<file path="src/rtl/memory_access_stage.sv">
// Y86-64 memory stage: one 64-bit data access per instruction over req/ready.
// Optional DMEM_TIMEOUT_EN bounds the wait with an error completion.
module memory_access_stage #(
    parameter logic [63:0] ADDR_MAX       = 64'h0000_0000_0000_1FFF,
    parameter int          TIMEOUT_CYCLES = 255
) (
    input  logic        clk_i,
    input  logic        rst_i,
    input  logic [2:0]  M_stat_i,
    input  logic [3:0]  M_icode_i,
    input  logic [63:0] M_valE_i,
    input  logic [63:0] M_valA_i,
    input  logic        m_adv_i,
    output logic        dmem_req_o,
    output logic        dmem_we_o,
    output logic [63:0] dmem_addr_o,
    output logic [63:0] dmem_wdata_o,
    input  logic        dmem_ready_i,
    input  logic [63:0] dmem_rdata_i,
    input  logic        dmem_err_i,
    output logic [63:0] m_valM_o,
    output logic [2:0]  m_stat_o,
    output logic        m_stall_o
);

    localparam logic [3:0] I_RMMOVQ = 4'h4;
    localparam logic [3:0] I_MRMOVQ = 4'h5;
    localparam logic [3:0] I_CALL   = 4'h8;
    localparam logic [3:0] I_RET    = 4'h9;
    localparam logic [3:0] I_PUSHQ  = 4'hA;
    localparam logic [3:0] I_POPQ   = 4'hB;
    localparam logic [2:0] S_AOK    = 3'd1;
    localparam logic [2:0] S_ADR    = 3'd3;

    typedef enum logic [1:0] {
        IDLE,
        WAIT,
        DONE
    } state_t;

    state_t      state_q, state_d;
    logic [63:0] valm_q;
    logic [2:0]  stat_q;
    logic        cap_en;

    logic        is_rd, is_wr, stack_rd;
    logic        memop, adr_err, go, timeout;
    logic [63:0] addr;
    logic [64:0] addr_end;

    assign is_rd    = (M_icode_i == I_MRMOVQ) || (M_icode_i == I_POPQ)
                   || (M_icode_i == I_RET);
    assign is_wr    = (M_icode_i == I_RMMOVQ) || (M_icode_i == I_PUSHQ)
                   || (M_icode_i == I_CALL);
    assign stack_rd = (M_icode_i == I_POPQ) || (M_icode_i == I_RET);
    assign memop    = (is_rd || is_wr) && (M_stat_i == S_AOK);
    assign addr     = stack_rd ? M_valA_i : M_valE_i;

    // 65-bit sum so a wrap past 2^64 is caught as out of range
    assign addr_end = {1'b0, addr} + 65'd7;
    assign adr_err  = memop && (addr_end > {1'b0, ADDR_MAX});
    assign go       = memop && !adr_err;

    assign dmem_we_o    = is_wr;
    assign dmem_addr_o  = addr;
    assign dmem_wdata_o = M_valA_i;

`ifdef DMEM_TIMEOUT_EN
    localparam int CW = ($clog2(TIMEOUT_CYCLES + 1) > 8)
                      ? $clog2(TIMEOUT_CYCLES + 1) : 8;
    localparam logic [CW-1:0] TO_LAST = CW'(TIMEOUT_CYCLES - 1);

    logic [CW-1:0] cnt_q;

    assign timeout = (state_q == WAIT) && (cnt_q == TO_LAST);

    always_ff @(posedge clk_i) begin
        if (rst_i || state_q != WAIT) begin
            cnt_q <= '0;
        end else begin
            cnt_q <= cnt_q + 1'b1;
        end
    end
`else
    assign timeout = 1'b0;
`endif

    always_comb begin
        state_d    = state_q;
        dmem_req_o = 1'b0;
        m_stall_o  = 1'b0;
        m_valM_o   = '0;
        m_stat_o   = M_stat_i;
        cap_en     = 1'b0;
        unique case (state_q)
            IDLE, WAIT: begin
                if (adr_err) begin
                    m_stat_o = S_ADR;
                end
                if (go && timeout) begin
                    m_stat_o = S_ADR;
                    cap_en   = 1'b1;
                    state_d  = m_adv_i ? IDLE : DONE;
                end else if (go) begin
                    dmem_req_o = 1'b1;
                    if (dmem_ready_i) begin
                        m_valM_o = is_rd ? dmem_rdata_i : '0;
                        m_stat_o = dmem_err_i ? S_ADR : M_stat_i;
                        cap_en   = 1'b1;
                        state_d  = m_adv_i ? IDLE : DONE;
                    end else begin
                        m_stall_o = 1'b1;
                        state_d   = WAIT;
                    end
                end else begin
                    state_d = IDLE;
                end
            end
            DONE: begin
                m_valM_o = valm_q;
                m_stat_o = stat_q;
                if (m_adv_i) begin
                    state_d = IDLE;
                end
            end
            default: state_d = IDLE;
        endcase
        if (rst_i) begin
            dmem_req_o = 1'b0;
            m_stall_o  = 1'b0;
            m_valM_o   = '0;
            m_stat_o   = M_stat_i;
            cap_en     = 1'b0;
        end
    end

    always_ff @(posedge clk_i) begin
        if (rst_i) begin
            state_q <= IDLE;
            valm_q  <= '0;
            stat_q  <= '0;
        end else begin
            state_q <= state_d;
            if (cap_en) begin
                valm_q <= m_valM_o;
                stat_q <= m_stat_o;
            end
        end
    end

endmodule
</file>
<file path="config.mk">
export PLATFORM = sky130hd
export DESIGN_NAME = memory_access_stage
export DESIGN_NICKNAME = d
export VERILOG_FILES = /design/src/rtl/memory_access_stage.sv
export SDC_FILE = /design/constraint.sdc
export NUM_CORES = 1
export LEC_CHECK = 0
export CORE_MARGIN = 8
export CORE_UTILIZATION = 40
export DETAILED_ROUTE_END_ITERATION = 10
export GPL_ROUTABILITY_DRIVEN = 1
export MAX_ROUTING_LAYER = met4
export PLACE_DENSITY_LB_ADDON = 0.1
export SLEW_MARGIN = 20
export SYNTH_ARGS = -nofsm -noshare
export SYNTH_HDL_FRONTEND = slang
export SYNTH_SLANG_ARGS = --single-unit
</file>
<file path="constraint.sdc">
create_clock -name clk_i -period 7.7 [get_ports clk_i]
set_clock_uncertainty 0.05 [all_clocks]
set_input_delay 1.54 -clock clk_i [delete_from_list [all_inputs] [get_ports clk_i]]
set_output_delay 1.54 -clock clk_i [all_outputs]
set_load 0.02 [all_outputs]
</file>
# == Word-level counts from Yosys, hierarchy flattened ==
# Cells that the tools add are included.
# word_totals
regBits,69
in_bits,204
output_inout_bits,198
elab_cells,55
# classes
addsub,1
magnitude_cmp,1
n_eq_ne,10
mux,28
n_reduce_logical,12
# op_table
cell,count
64-bit 2-to-1 mux,5
64-bit case mux with 2 select lines,1
64-bit by 3-bit adder with 65-bit output (second input constant),1
65-bit by 13-bit greater-than comparator with 1-bit output (second input constant),1
4-bit == test (second input constant),4
3-bit 2-to-1 mux,5
1-bit 2-to-1 mux,11
4-bit by 3-bit == test with 1-bit output (second input constant),2
2-bit 2-to-1 mux,4
1-bit logical OR,6
3-bit case mux with 2 select lines,1
2-bit case mux with 2 select lines,1
3-bit by 1-bit == test with 1-bit output (second input constant),1
1-bit logical AND,3
2-bit by 1-bit == test with 1-bit output (second input constant),1
2-bit == test (second input constant),1
2-bit zero test,1
2-bit != test (second input constant),1
2-bit OR reduction,1
1-bit zero test,1

# == Depth between registers and ports, before layout ==
# logic_depth
depth_word,11
ltp_mapped,21
mapped_depth_nobuf,12

# == Worst setup path after synthesis ==
# OpenSTA, ideal clock, no wires.
# synth_path
path_kind,input to output
startpoint,input port M_icode_i[0]
endpoint,output port m_valM_o[10]
arrival_ns,6.109
t_required_ns,6.110
setup_slack_ns,0.001
path_stages,20
path_buffers,8
path_cell_list,buf_2 nand3b_4 buf_2 buf_4 buf_4 buf_2 buf_1 mux2i_1 ha_1 o211ai_1 o211ai_1 clkbuf_1 nor4_1 nand3_1 xnor2_1 or4_1 nor4_2 nand4_1 clkbuf_1 o21ai_0
# synth_between
elab_chain_cells,11
word_cells_on_any_way,24
classes_between,add/sub (1); order compare (1); eq/ne (6); mux (6); reduce/logical (10)
# synth_lines
element,line,source
from (decl),10,"input logic [3:0] M_icode_i,"
"4-bit == test, or another cell as far along","51, 55",
1-bit logical OR (on tied branches),"55, 51, 53",
"64-bit 2-to-1 mux, or another cell as far along",57,assign addr = stack_rd ? M_valA_i : M_valE_i;
64-bit by 3-bit adder with 65-bit output / 1-bit logical OR (equally long branches),"60, 56",
65-bit by 13-bit greater-than comparator with 1-bit output / 1-bit logical AND (equally long branches),"61, 56",
1-bit logical AND,61,"assign adr_err = memop && (addr_end > {1'b0, ADDR_MAX});"
1-bit zero test,62,assign go = memop && !adr_err;
1-bit logical AND,62,
64-bit 2-to-1 mux *,104,end else if (go) begin
64-bit case mux with 2 select lines *,95,unique case (state_q)
64-bit 2-to-1 mux *,128,if (rst_i) begin
to (decl),21,"output logic [63:0] m_valM_o,"
# Mark *: on every way between the ends. The rest lies on a longest branch, timed or not.

# == Worst setup path in the final report ==
# layout_path
startpoint,input port M_icode_i[3]
endpoint,output port m_stall_o
# layout_between
elab_chain_cells,11
word_cells_on_any_way,22
classes_between,add/sub (1); order compare (1); eq/ne (6); mux (4); reduce/logical (10)
# layout_lines
element,line,source
"4-bit == test, or another cell as far along","51, 55",
1-bit logical OR (on tied branches),"55, 51, 53",
"64-bit 2-to-1 mux, or another cell as far along",57,
64-bit by 3-bit adder with 65-bit output / 1-bit logical OR (equally long branches),"60, 56",
65-bit by 13-bit greater-than comparator with 1-bit output / 1-bit logical AND (equally long branches),"61, 56",
1-bit logical AND,61,
1-bit zero test,62,
1-bit logical AND *,62,
1-bit 2-to-1 mux *,104,
1-bit 2-to-1 mux *,95,
1-bit 2-to-1 mux *,128,
to (decl),23,output logic m_stall_o
# Marked as above.

==> impl_metrics.csv <==
group,metric,value,unit
synth,yosysSeqAreaShare,0.165,
critical_path,cp_num_buf_inv,6,
sta,relSlewSlack,0.484,
detailed_routing,drt-pass1-iter-count,5,
detailed_routing,drc,0,
critical_path,path_cells,"clkdlybuf4s50_1 -> and3b_4 -> buf_12 -> nor4b_2 -> o22ai_1 -> or2_1 -> buf_4 -> a21oi_1 -> a2111oi_0 -> buf_4 -> nand4bb_1 -> buf_4 -> nor4_1 -> and2_1 -> nor2b_1 -> clkdlybuf4s50_1",
critical_path,crit_type,"input pin to output pin",
global_route,grt_use_total,0.300,
global_route,overflow,0,
synth,synth-edff-count,0,
clock_tree,clock-sinks,69,
critical_path,endpoint_kind,"output pin",
die,core,20800,µm²
place,io_buffers,401,
synth,synthesis.nets,1434,
die,start_util,0.403,
place,globalplace.congestion,1.05,
critical_path,arrival,5.96,ns
layout,multi_input_area,6090,µm²
synth,syn_area,8380,µm²
layout,synthToLayoutAreaGrowth,58.5,%
status,status,"complete, no violations",
worst_hold_path,min_path_type,"flip-flop to flip-flop",
layout,fin_nets,1813,
clock_tree,cts_buffer_depth,2,
detailed_routing,num_vias,10600,
place,hpwl,32.7,mm
sta,hold_violations,0,
die,die_w,161,µm
synth,yosysUniqueCellTypes,78,
clock_tree,ctsHoldBuffers,0,
global_route,grt_pass1_vias,10600,
layout,final_area,13300,µm²
layout,final_util,0.638,
sta,rsz0062_at_grt,"no",
place,post_dp_cell_area,12700,µm²
global_route,grt_pass1_wl,60.6,mm
synth,synth_seq_cells,69,
detailed_routing,finalWirelength,40.2,mm
critical_path,cp_common_cell,"buf_4",
synth,syn_inst,1229,
die,row_count,53,
critical_path,cp-start-kind,"input pin",
global_route,antenna_found_initial,1,
synth,synth_top_cell_area_share,0.165,
critical_path,max_stage_delay,0.65,ns
synth,synth_ff_type,"dfxtp_1",
pwr,peakVddDrop,0.120,mV
die,pin_count,402,
clock_tree,htreeDepth,3,
synth,synth_warnings,0,
job,cap_violations,0,
clock_tree,cts.clk_slew.worst_paths,0.05,ns
synth,yosysMostFrequentCell,"nand2_1",
clock_tree,cts_made_buffers,9,
pwr,p_per_area,98.2,nW/µm²
critical_path,cp_top_family,"buffers and inverters",
global_route,grt_max_degree,72,
clock_tree,root_buffer,"clkbuf_16",
sta,fin_crit_sh,0.980,
detailed_routing,drt_first_iter_violations,804,
sta,setup_violations,0,
synth,synth_area_leader_cell,"dfxtp_1",
synth,async_flop_share,0,
sta,tightest_slew,0.766,ns
detailed_routing,ant_nets,0,
clock_tree,cts_tree,"done",
detailed_routing,via_per_inst,5.64,
critical_path,worst-path-max-fanout,21,
layout,register_area,1380,µm²
detailed_routing,routedWlPerCell,21.3,µm
sta,final.min_clock_period,7.55,ns
critical_path,crit_slowest_cell,"clkdlybuf4s50_1",
critical_path,required,6.11,ns
sta,fmax,0.133,GHz
pwr,p_leak,6.26,nW
die,die-area,25800,µm²
sta,slew_viol_final,0,
synth,synthTopCellsByArea,"dfxtp_1 16%, nand2_1 11%, mux2_2 8.2%",
synth,synthTopCellsByCount,"247 x nand2_1, 110 x nor2_1, 70 x buf_4, 70 x nor2b_1, 69 x dfxtp_1",
synth,syn_area_per_cell,6.82,µm²
die,die_h,161,µm
layout,fill_cells,1980,
layout,drive_gt1_frac,0.126,
clock_tree,clk_latency,0.33,ns
final timing paths:
kind,start,slack (ns),cells past startpoint,end
worst min-delay path,stat_q[0],0.44,1,stat_q[0]
worst min register to register,stat_q[0],0.44,1,stat_q[0]
worst max register to register,state_q[1],5.56,5,valm_q[25]
worst max-delay path,M_icode_i[3],0.15,16,m_stall_o
kinds of logic after synthesis:
kind of cell               after synthesis  synth area share
xor gates and xnor gates                27            0.0282
muxes                                  123             0.159
DFF                                     69             0.165
buffers and inverters                  174             0.117
adders and majority gates                1           0.00149
and+or+nand+nor                        658             0.393
AOI/OAI and AO/OA                      177             0.137
cell usage in the layout, fill, tap and decap left out, types with 51 or more instances in the layout:
master           instances
clkdlybuf4s50_1        335
nand2_1                247
nor2_1                 109
buf_4                   92
nor2b_1                 70
dfxtp_1                 69
o21ai_0                 65
dlymetal6s2s_1          63
mux2_2                  61
nand3_1                 51
worst register-to-register path: cells and delay by family, from the launching register on:
family,cells,cell delay (ns)
muxes,1,0.46
buffers and inverters,1,0.35
and+or+nand+nor,3,0.85
DFF,1,0.32
timing repair:
action | CTS | global route
setup buffers | 0 | 2
setup endpoints to repair | 47 | 66
resized for setup | 5 | 69
pin swaps | 0 | 1
through the flow:
stage	setup TNS [ns]	hold slack (ns)	total power, W	std cells	setup slack (ns)
6_report	0	0.442	0.00131	1889	0.154
5_1_grt	0	0.458	0.00136	1889	0.0429
2_1_floorplan	0	0.402	0.000587	1229	0.000681
3_5_place_dp	-0.371	0.434	0.000863	1870	-0.103
3_3_place_gp	0	0.410	0.000864	1869	0.0259
4_1_cts	0	0.443	0.00131	1886	0.00838
area by class of cell:
cell class | instances | share of cell area
timing repair buffer | 500 | 0.376
multi-input combinational | 986 | 0.458
clock inverter | 6 | 0.00659
tap | 275 | 0.0259
sequential | 69 | 0.104
inverter | 42 | 0.0119
antenna | 1 | 0.000188
clock buffer | 10 | 0.0172
power breakdown:
| group | switching [W] | total, W | internal (W) |
|---|---|---|---|
| sequential | 0 | 0.000357 | 0.000357 |
| combinational | 0.000270 | 0.000507 | 0.000237 |
| clock | 0.000158 | 0.000441 | 0.000283 |
per-layer routing:
| metal | vias to the layer above | GRT usage | wire length, µm |
|---|---|---|---|
| li1 | 5051 | - | - |
| met1 | 4939 | 0.361 | 16800 |
| met2 | 583 | 0.494 | 18900 |
| met3 | 75 | 0.0683 | 3410 |
| met4 | 0 | 0.0913 | 1160 |
| met5 | - | - | 0 |
registers in the layout, summed over array words and instances (netlist names):
name and count:
stat_q 3, state_q 2, valm_q 64
(Power assumes the default switching activity.)
